<file path="src/rtl/avr_hvpp_sequencer.sv">
// AVR HVPP command sequencer: turns LOAD/PAGEL/PROG/READ commands
// into timed XTAL/PAGEL/WR/OE strobes for the target's programming pins.
//
// Ports:
//   osc_in, rst           clock, synchronous active-high reset
//   cmd_*                 command handshake and fields from the host
//   rsp_*                 one-cycle completion pulse, READ data, PROG timeout
//   busy                  inverse of cmd_ready
//   dut_data_o/_oe/_i     target data bus (drive, drive enable, sample)
//   dut_rdy               target RDY/BSY, asynchronous
//   dut_xtal/pagel/wr_n/oe_n, dut_bs1/bs2/xa0/xa1   target control pins
`timescale 1ns/1ps
module avr_hvpp_sequencer #(
  parameter int DATA_W  = 8,
  parameter int SETUP   = 2,
  parameter int PULSE   = 4,
  parameter int SETTLE  = 4,
  parameter int TO_W    = 16,
  parameter int TIMEOUT = 50000
) (
  input  logic              osc_in,
  input  logic              rst,
  input  logic              cmd_valid,
  output logic              cmd_ready,
  input  logic [1:0]        cmd_op,
  input  logic [1:0]        cmd_xa,
  input  logic [1:0]        cmd_bs,
  input  logic [DATA_W-1:0] cmd_data,
  output logic              rsp_valid,
  output logic [DATA_W-1:0] rsp_data,
  output logic              rsp_timeout,
  output logic              busy,
  output logic [DATA_W-1:0] dut_data_o,
  output logic              dut_data_oe,
  input  logic [DATA_W-1:0] dut_data_i,
  input  logic              dut_rdy,
  output logic              dut_xtal,
  output logic              dut_pagel,
  output logic              dut_wr_n,
  output logic              dut_oe_n,
  output logic              dut_bs1,
  output logic              dut_bs2,
  output logic              dut_xa0,
  output logic              dut_xa1
);

  localparam logic [1:0] OP_LOAD  = 2'b00;
  localparam logic [1:0] OP_PAGEL = 2'b01;
  localparam logic [1:0] OP_PROG  = 2'b10;
  localparam logic [1:0] OP_READ  = 2'b11;

  localparam int M1 = (SETUP > PULSE) ? SETUP : PULSE;
  localparam int CMAX = (M1 > SETTLE) ? M1 : SETTLE;
  localparam int CW = $clog2(CMAX + 1);

  typedef enum logic [2:0] {
    S_IDLE,
    S_SETUP,
    S_STROBE,
    S_RDY_WAIT,
    S_SETTLE,
    S_DONE
  } state_t;

  state_t state, state_n;

  logic [1:0]        op_q;
  logic [1:0]        xa_q;
  logic [1:0]        bs_q;
  logic [DATA_W-1:0] data_q;
  logic              oe_q;
  logic              to_q;
  logic [DATA_W-1:0] rd_q;
  logic [CW-1:0]     cnt;
  logic [CW-1:0]     cnt_init;
  logic [TO_W-1:0]   wcnt;
  logic              rdy_s1;
  logic              rdy_s2;
  logic              accept;
  logic [1:0]        op_sel;
  logic              rdy_ok;
  logic              to_hit;

  assign accept = cmd_valid && (state == S_IDLE);
  assign op_sel = (state == S_IDLE) ? cmd_op : op_q;

  // RDY is blanked for the first two wait cycles; on the last
  // wait cycle a ready target still wins over the timeout.
  assign rdy_ok = rdy_s2 && (wcnt >= TO_W'(2));
  assign to_hit = (wcnt == TO_W'(TIMEOUT - 1));

  always_ff @(posedge osc_in) begin
    if (rst) state <= S_IDLE;
    else     state <= state_n;
  end

  always_comb begin
    state_n = state;
    unique case (state)
      S_IDLE:     if (cmd_valid) state_n = S_SETUP;
      S_SETUP:    if (cnt == '0)
                    state_n = (op_q == OP_READ) ? S_SETTLE : S_STROBE;
      S_STROBE:   if (cnt == '0)
                    state_n = (op_q == OP_PROG) ? S_RDY_WAIT : S_DONE;
      S_RDY_WAIT: if (rdy_ok || to_hit) state_n = S_DONE;
      S_SETTLE:   if (cnt == '0) state_n = S_DONE;
      S_DONE:     state_n = S_IDLE;
      default:    state_n = S_IDLE;
    endcase
  end

  always_comb begin
    cmd_ready = 1'b0;
    rsp_valid = 1'b0;
    dut_xtal  = 1'b0;
    dut_pagel = 1'b0;
    dut_wr_n  = 1'b1;
    dut_oe_n  = 1'b1;
    unique case (state)
      S_IDLE:   cmd_ready = 1'b1;
      S_STROBE: begin
        dut_xtal  = (op_q == OP_LOAD);
        dut_pagel = (op_q == OP_PAGEL);
        dut_wr_n  = (op_q != OP_PROG);
      end
      S_SETTLE: dut_oe_n = 1'b0;
      S_DONE:   rsp_valid = 1'b1;
      default:  ;
    endcase
  end

  // READ spends a single SETUP cycle as the bus-turnaround dead cycle.
  always_comb begin
    cnt_init = '0;
    unique case (state_n)
      S_SETUP:  cnt_init = (op_sel == OP_READ) ? '0 : CW'(SETUP - 1);
      S_STROBE: cnt_init = CW'(PULSE - 1);
      S_SETTLE: cnt_init = CW'(SETTLE - 1);
      default:  cnt_init = '0;
    endcase
  end

  always_ff @(posedge osc_in) begin
    if (rst) begin
      cnt  <= '0;
      wcnt <= '0;
    end else begin
      if (state_n != state) cnt <= cnt_init;
      else if (cnt != '0)   cnt <= cnt - CW'(1);
      if (state != S_RDY_WAIT) wcnt <= '0;
      else                     wcnt <= wcnt + TO_W'(1);
    end
  end

  always_ff @(posedge osc_in) begin
    if (rst) begin
      rdy_s1 <= 1'b0;
      rdy_s2 <= 1'b0;
      op_q   <= '0;
      xa_q   <= '0;
      bs_q   <= '0;
      data_q <= '0;
      oe_q   <= 1'b0;
      to_q   <= 1'b0;
      rd_q   <= '0;
    end else begin
      rdy_s1 <= dut_rdy;
      rdy_s2 <= rdy_s1;
      if (accept) begin
        op_q <= cmd_op;
        xa_q <= cmd_xa;
        bs_q <= cmd_bs;
        to_q <= 1'b0;
        if (cmd_op == OP_LOAD) begin
          data_q <= cmd_data;
          oe_q   <= 1'b1;
        end
        if (cmd_op == OP_READ) oe_q <= 1'b0;
      end
      if (state == S_RDY_WAIT && !rdy_ok && to_hit)
        to_q <= 1'b1;
      if (state == S_SETTLE && cnt == '0)
        rd_q <= dut_data_i;
    end
  end

  assign busy        = !cmd_ready;
  assign rsp_data    = rd_q;
  assign rsp_timeout = to_q;
  assign dut_data_o  = data_q;
  assign dut_data_oe = oe_q;
  assign dut_bs1     = bs_q[0];
  assign dut_bs2     = bs_q[1];
  assign dut_xa0     = xa_q[0];
  assign dut_xa1     = xa_q[1];

endmodule

</file>
<file path="config.mk">
export PLATFORM = sky130hd
export DESIGN_NAME = avr_hvpp_sequencer
export DESIGN_NICKNAME = d
export VERILOG_FILES = /design/src/rtl/avr_hvpp_sequencer.sv
export SDC_FILE = /design/constraint.sdc
export NUM_CORES = 1
export LEC_CHECK = 0
export BUFFER_PORTS_ARGS = -buffer_cell sky130_fd_sc_hd__buf_2
export CAP_MARGIN = 20
export CORE_MARGIN = 10
export CORE_UTILIZATION = 49
export CTS_BUF_LIST = sky130_fd_sc_hd__clkbuf_8
export DETAILED_ROUTE_END_ITERATION = 6
export PLACE_DENSITY_LB_ADDON = 0.12
export SYNTH_ARGS = -nofsm -noshare
export SYNTH_HDL_FRONTEND = slang
export SYNTH_SLANG_ARGS = --single-unit
</file>
<file path="constraint.sdc">
create_clock -name osc_in -period 2 [get_ports osc_in]
set_clock_uncertainty 0.1 [all_clocks]
set_input_delay 0.3 -clock osc_in [delete_from_list [all_inputs] [get_ports osc_in]]
set_output_delay 0.3 -clock osc_in [all_outputs]
set_load 0.01 [all_outputs]
</file>
* Yosys cells after proc, flatten, opt, wreduce, memory -nomap -nowiden
Index checks and enable logic that the tools add are counted.
** Cells by class
- Mux-type cells :: 23
- Reductions and logical operators :: 20
- $lt $le $gt $ge :: 1
- $add $sub $neg :: 2
- Equal/unequal tests :: 17
** Operator list (count)
- $mux W3 :: 9
- $add A16 B1 Y16 const B :: 1
- $eq A16 B16 Y1 const B :: 1
- $ge A16 B2 Y1 const B :: 1
- $pmux W3 S5 :: 1
- $mux W1 :: 11
- $eq A3 B2 Y1 const B :: 3
- $eq A3 B3 Y1 const B :: 3
- $eq A2 B2 Y1 const B :: 4
- $eq A3 B1 Y1 const B :: 2
- $logic_not A3 Y1 :: 2
- $reduce_bool A2 Y1 :: 3
- $logic_and A1 B1 Y1 :: 5
- $logic_not A2 Y1 :: 2
- $pmux W2 S2 :: 1
- $reduce_and A2 Y1 :: 2
- $reduce_or A2 Y1 :: 2
- $ne A3 B2 Y1 const B :: 1
- $ne A3 B3 Y1 :: 1
- $reduce_bool A3 Y1 :: 1
- $sub A3 B1 Y3 const B :: 1
- $eq A2 B1 Y1 const B :: 1
- $logic_not A1 Y1 :: 2
- $mux W2 :: 1
- 2 further kinds :: 2
** Storage, ports and cells
- Bits of input ports :: 26
- Bits in registers :: 48

* Depth between registers and ports, before layout
- Depth after elaboration :: 9
- Gate-level depth with buffers :: 9
- Depth with buffers taken out :: 8

* Least setup slack after synthesis
OpenSTA, ideal clock, no wires.
- Path type :: reg2reg
- From :: register wcnt[13]
- To :: register cnt[0]
- Arrival time :: 1.891 ns
- Setup time :: 0.062 ns
- Data required time :: 1.838 ns
- Stages on the path, launching flop included :: 7
- Setup slack :: -0.053 ns
- Buffers on the path :: 0
- Path through :: dfxtp_1 > or4_4 > nor4_2 > o21bai_1 > and4_4 > a2111o_1 > nand3_1
** On the way
- Longest elaborated chain between the ends :: 9
- Elaborated cells between the ends (all ways) :: 14
** Ends and longest elaborated chain
- from (decl) :: RTL line 76 : logic [TO_W-1:0] wcnt;
- from (signal assigned) :: RTL line 151 : else wcnt <= wcnt + TO_W'(1);
- $ge A16 B2 Y1 :: RTL line 89 : assign rdy_ok = rdy_s2 && (wcnt >= TO_W'(2));
- $logic_and A1 B1 Y1 :: RTL line 89
- $logic_or A1 B1 Y1 * :: RTL line 105 : S_RDY_WAIT: if (rdy_ok || to_hit) state_n = S_DONE;
- $mux W3 * :: RTL line 105
- $pmux W3 S5 * :: RTL line 99 : unique case (state)
- $eq A3 B3 Y1 / $eq A3 B2 Y1 (equally long branches) :: RTL line 135 : unique case (state_n)
- $reduce_or A2 Y1 (no source line)
- $pmux W2 S2 :: RTL line 135
- $mux W3 :: RTL line 148 : if (state_n != state) cnt <= cnt_init;
- to (signal assigned) :: RTL line 148
- to (signal assigned) :: RTL line 149 : else if (cnt != '0) cnt <= cnt - CW'(1);
- to (decl) :: RTL line 74 : logic [CW-1:0] cnt;
Every way passes the cells marked *; elsewhere a longest branch is shown, timed or not.
A chain may end at the register's enable or synchronous reset.

* Final worst setup path
- From :: register wcnt[11]
- To :: register cnt[0]
Same word-level chain as after synthesis.

==> flow_metrics.py <==
metrics = {
    "floorplan": {
        "core.rowCount": 24,
        "die_h_um": 87.23,
        "io_pins": 55,
        "start_util": 0.5086,
        "core_um2": 4354,
        "fp.dieW_um": 87.23,
        "dieArea_um2": 7609,
    },
    "sta": {
        "worst_slew_pin_slew_ps": 451.4,
        "final_min_period_over_clock_period": 1.012,
        "maxSlewHeadroom": 0.6986,
        "rsz0062_at_grt": "yes",
        "hold_violations": 0,
        "whs_ps": 105.9,
        "setup_ws_ps": -23.77,
        "finalMaxSlewViolations": 0,
        "period_minus_slack_ps": 2024,
        "fmax_mhz": 494.1,
        "setup_viol": 1,
    },
    "final_layout": {
        "antennaDiodeCount": 0,
        "seqCellArea_um2": 964.7,
        "drive_gt1_frac": 0.3161,
        "final_net_count": 379,
        "multiInputGateArea_um2": 1196,
        "area_growth_pct": 30.28,
        "fin_util": 0.6626,
        "final_cells": 400,
        "fillerInstances": 376,
    },
    "clock_tree": {
        "clk_pin_slew_ps": 90,
        "insertion_delay_ps": 300,
        "cts_tree": "done",
        "ctsHoldBuffers": 0,
        "cts_max_path_buffers": 2,
        "numCtsBuffers": 5,
        "clock-root-buffer": "clkbuf_8",
        "cts.sinks": 48,
        "htreeDepth": 2,
    },
    "global_routing": {
        "antenna_found_initial": 0,
        "grt.overflow.total": 0,
        "grt_max_degree": 27,
        "grt_use_total": 0.1467,
        "grt_pass1_wl_um": 9163,
        "grt_pass1_vias": 2070,
    },
    "route": {
        "wl_per_cell_um": 13.53,
        "routed_via_density": 5.138,
        "dr_total_vias": 2055,
        "ant_nets": 0,
        "drcViolationCount": 0,
        "first_iter_violations": 51,
        "first_pass_iters": 4,
        "totalWireLength_um": 5410,
    },
    "placed_design": {
        "gp_congestion": 0.8404,
        "place_inst": 392,
        "portBuffers": 54,
        "post-place-ws_ps": -57.75,
        "dp_hpwl_um": 4102,
    },
    "synth": {
        "yosys-top-cells-area": "dfxtp_1 (43%), nor2_1 (6.8%), nand2_1 (5.4%)",
        "yosysSeqAreaShare": 0.4339,
        "netlist_area_um2": 2215,
        "ys_async_sr_fraction": 0,
        "synth.avg_cell_area_um2": 8.202,
        "synth_edf_count": 0,
        "synth_top_area_frac": 0.4339,
        "synth_area_leader_cell": "dfxtp_1",
        "yosys_register_bits": 48,
        "post-synth-top-count-cell": "dfxtp_1",
        "syn_inst": 270,
        "yosys_warnings": 0,
        "synth_common_cells": "dfxtp_1 (48), nor2_1 (40), nand2_1 (32), nand3_1 (19), a21oi_1 (18)",
        "syn_nets": 302,
        "ys_types": 42,
        "synth_ff_type": "dfxtp_1",
    },
    "worst_setup_path": {
        "cp-start-kind": "register",
        "endpoint_kind": "register",
        "crit_fanout": 3,
        "worstPathRequired_ps": 2150,
        "path_class": "register to register",
        "crit_arrival_ps": 2170,
    },
    "worst_hold_path": {
        "hold_path.class": "input port to register",
    },
    "power": {
        "p_per_area_nw_per_um2": 1074,
        "leakage_uw": 0.001297,
        "ir_drop_uv": 525.8,
    },
    "job": {
        "max_cap_violations": 0,
    },
    "run_status": {
        "violations": "negative setup slack",
        "status": "complete, but fails checks",
    },
}
## layout by cell type (no fill, tap or decap), drive strengths merged, types with 5 or more instances in the layout
master  instances
nor2           40
xor2            5
mux2i          10
xnor2           9
nand2          32
clkbuf          5
dfxtp          48
a21oi          18
ha              6
and3            5
buf            86
nor3            6
inv            12
nor2b           7
nand3          19
## worst paths after layout
check / startpoint / to / slack, ps / cells past startpoint
worst min register to register: rdy_s1$_SDFF_PP0_ / rdy_s2$_SDFF_PP0_ / 340 / 1
worst max-delay path: wcnt[11]$_SDFF_PP0_ / cnt[0]$_SDFFE_PP0P_ / -20 / 6
worst max register to register: wcnt[11]$_SDFF_PP0_ / cnt[0]$_SDFFE_PP0P_ / -20 / 6
worst min-delay path: dut_rdy / rdy_s1$_SDFF_PP0_ / 110 / 2
## cell type report
| type | instances | area share |
|---|---|---|
| multi-input cells | 195 | 0.4146 |
| clock buffers | 5 | 0.02385 |
| flip-flops and latches | 48 | 0.3343 |
| repair buffers | 86 | 0.1769 |
| well taps | 52 | 0.02255 |
| inverters | 11 | 0.01431 |
| clock inverters | 3 | 0.01344 |
## power breakdown
group	total, uW	internal [uW]	switching (uW)
clock network	685	366	319
logic	1280	615	663
registers	1140	1060	77.3
## layer usage
metal / up-vias / global-route usage / share of wire
met3: 4 / 0.07772 / 0.094
met2: 50 / 0.2199 / 0.45
met4: 0 / 0.04493 / 0.0063
li1: 1062 / - / -
met5: - / 0 / 0
met1: 939 / 0.1770 / 0.45
## timing repair
item / CTS / global route
pin swaps: 2 / 2
resized for setup: 2 / 5
setup buffers: 0 / 0
endpoints found under the setup margin: 1 / 6
## worst max-delay path: stages (launching register included)
cell	delay (ps)
dfxtp_2	320
or4_4	570
nor2_4	100
a41oi_2	110
o32a_1	330
a2111o_1	370
nand3_1	60
## sequential cells by signal (all words and copies together) (netlist names)
signal       flops
rdy_s1           1
dut_data_oe      1
rsp_data         8
op_q             2
rsp_timeout      1
rdy_s2           1
dut_data_o       8
state            3
cnt              3
wcnt            16
xa_q             2
bs_q             2
## cell families (layout without fill, tap and decap cells)
family / count (synthesis) / in the layout / synth area share
AOI/OAI and AO/OA: 35 / 35 / 0.1006
xor gates and xnor gates: 14 / 14 / 0.05537
adders and majority gates: 6 / 6 / 0.03390
buffers and inverters: 27 / 105 / 0.04689
DFF: 48 / 48 / 0.4339
muxes: 11 / 11 / 0.05028
and+or+nand+nor: 129 / 129 / 0.2791
## stage by stage
stage / instance area (um2) / setup TNS, ps / power, uW
2_1_floorplan: 2240 / -33.08 / 1925
3_3_place_gp: 2753 / -35.41 / 2386
3_5_place_dp: 2753 / -57.75 / 2409
4_1_cts: 2872 / -22.63 / 3113
5_1_grt: 2885 / -107.0 / 3298
6_report: 2885 / -23.77 / 3100
(Power assumes the default switching activity.)
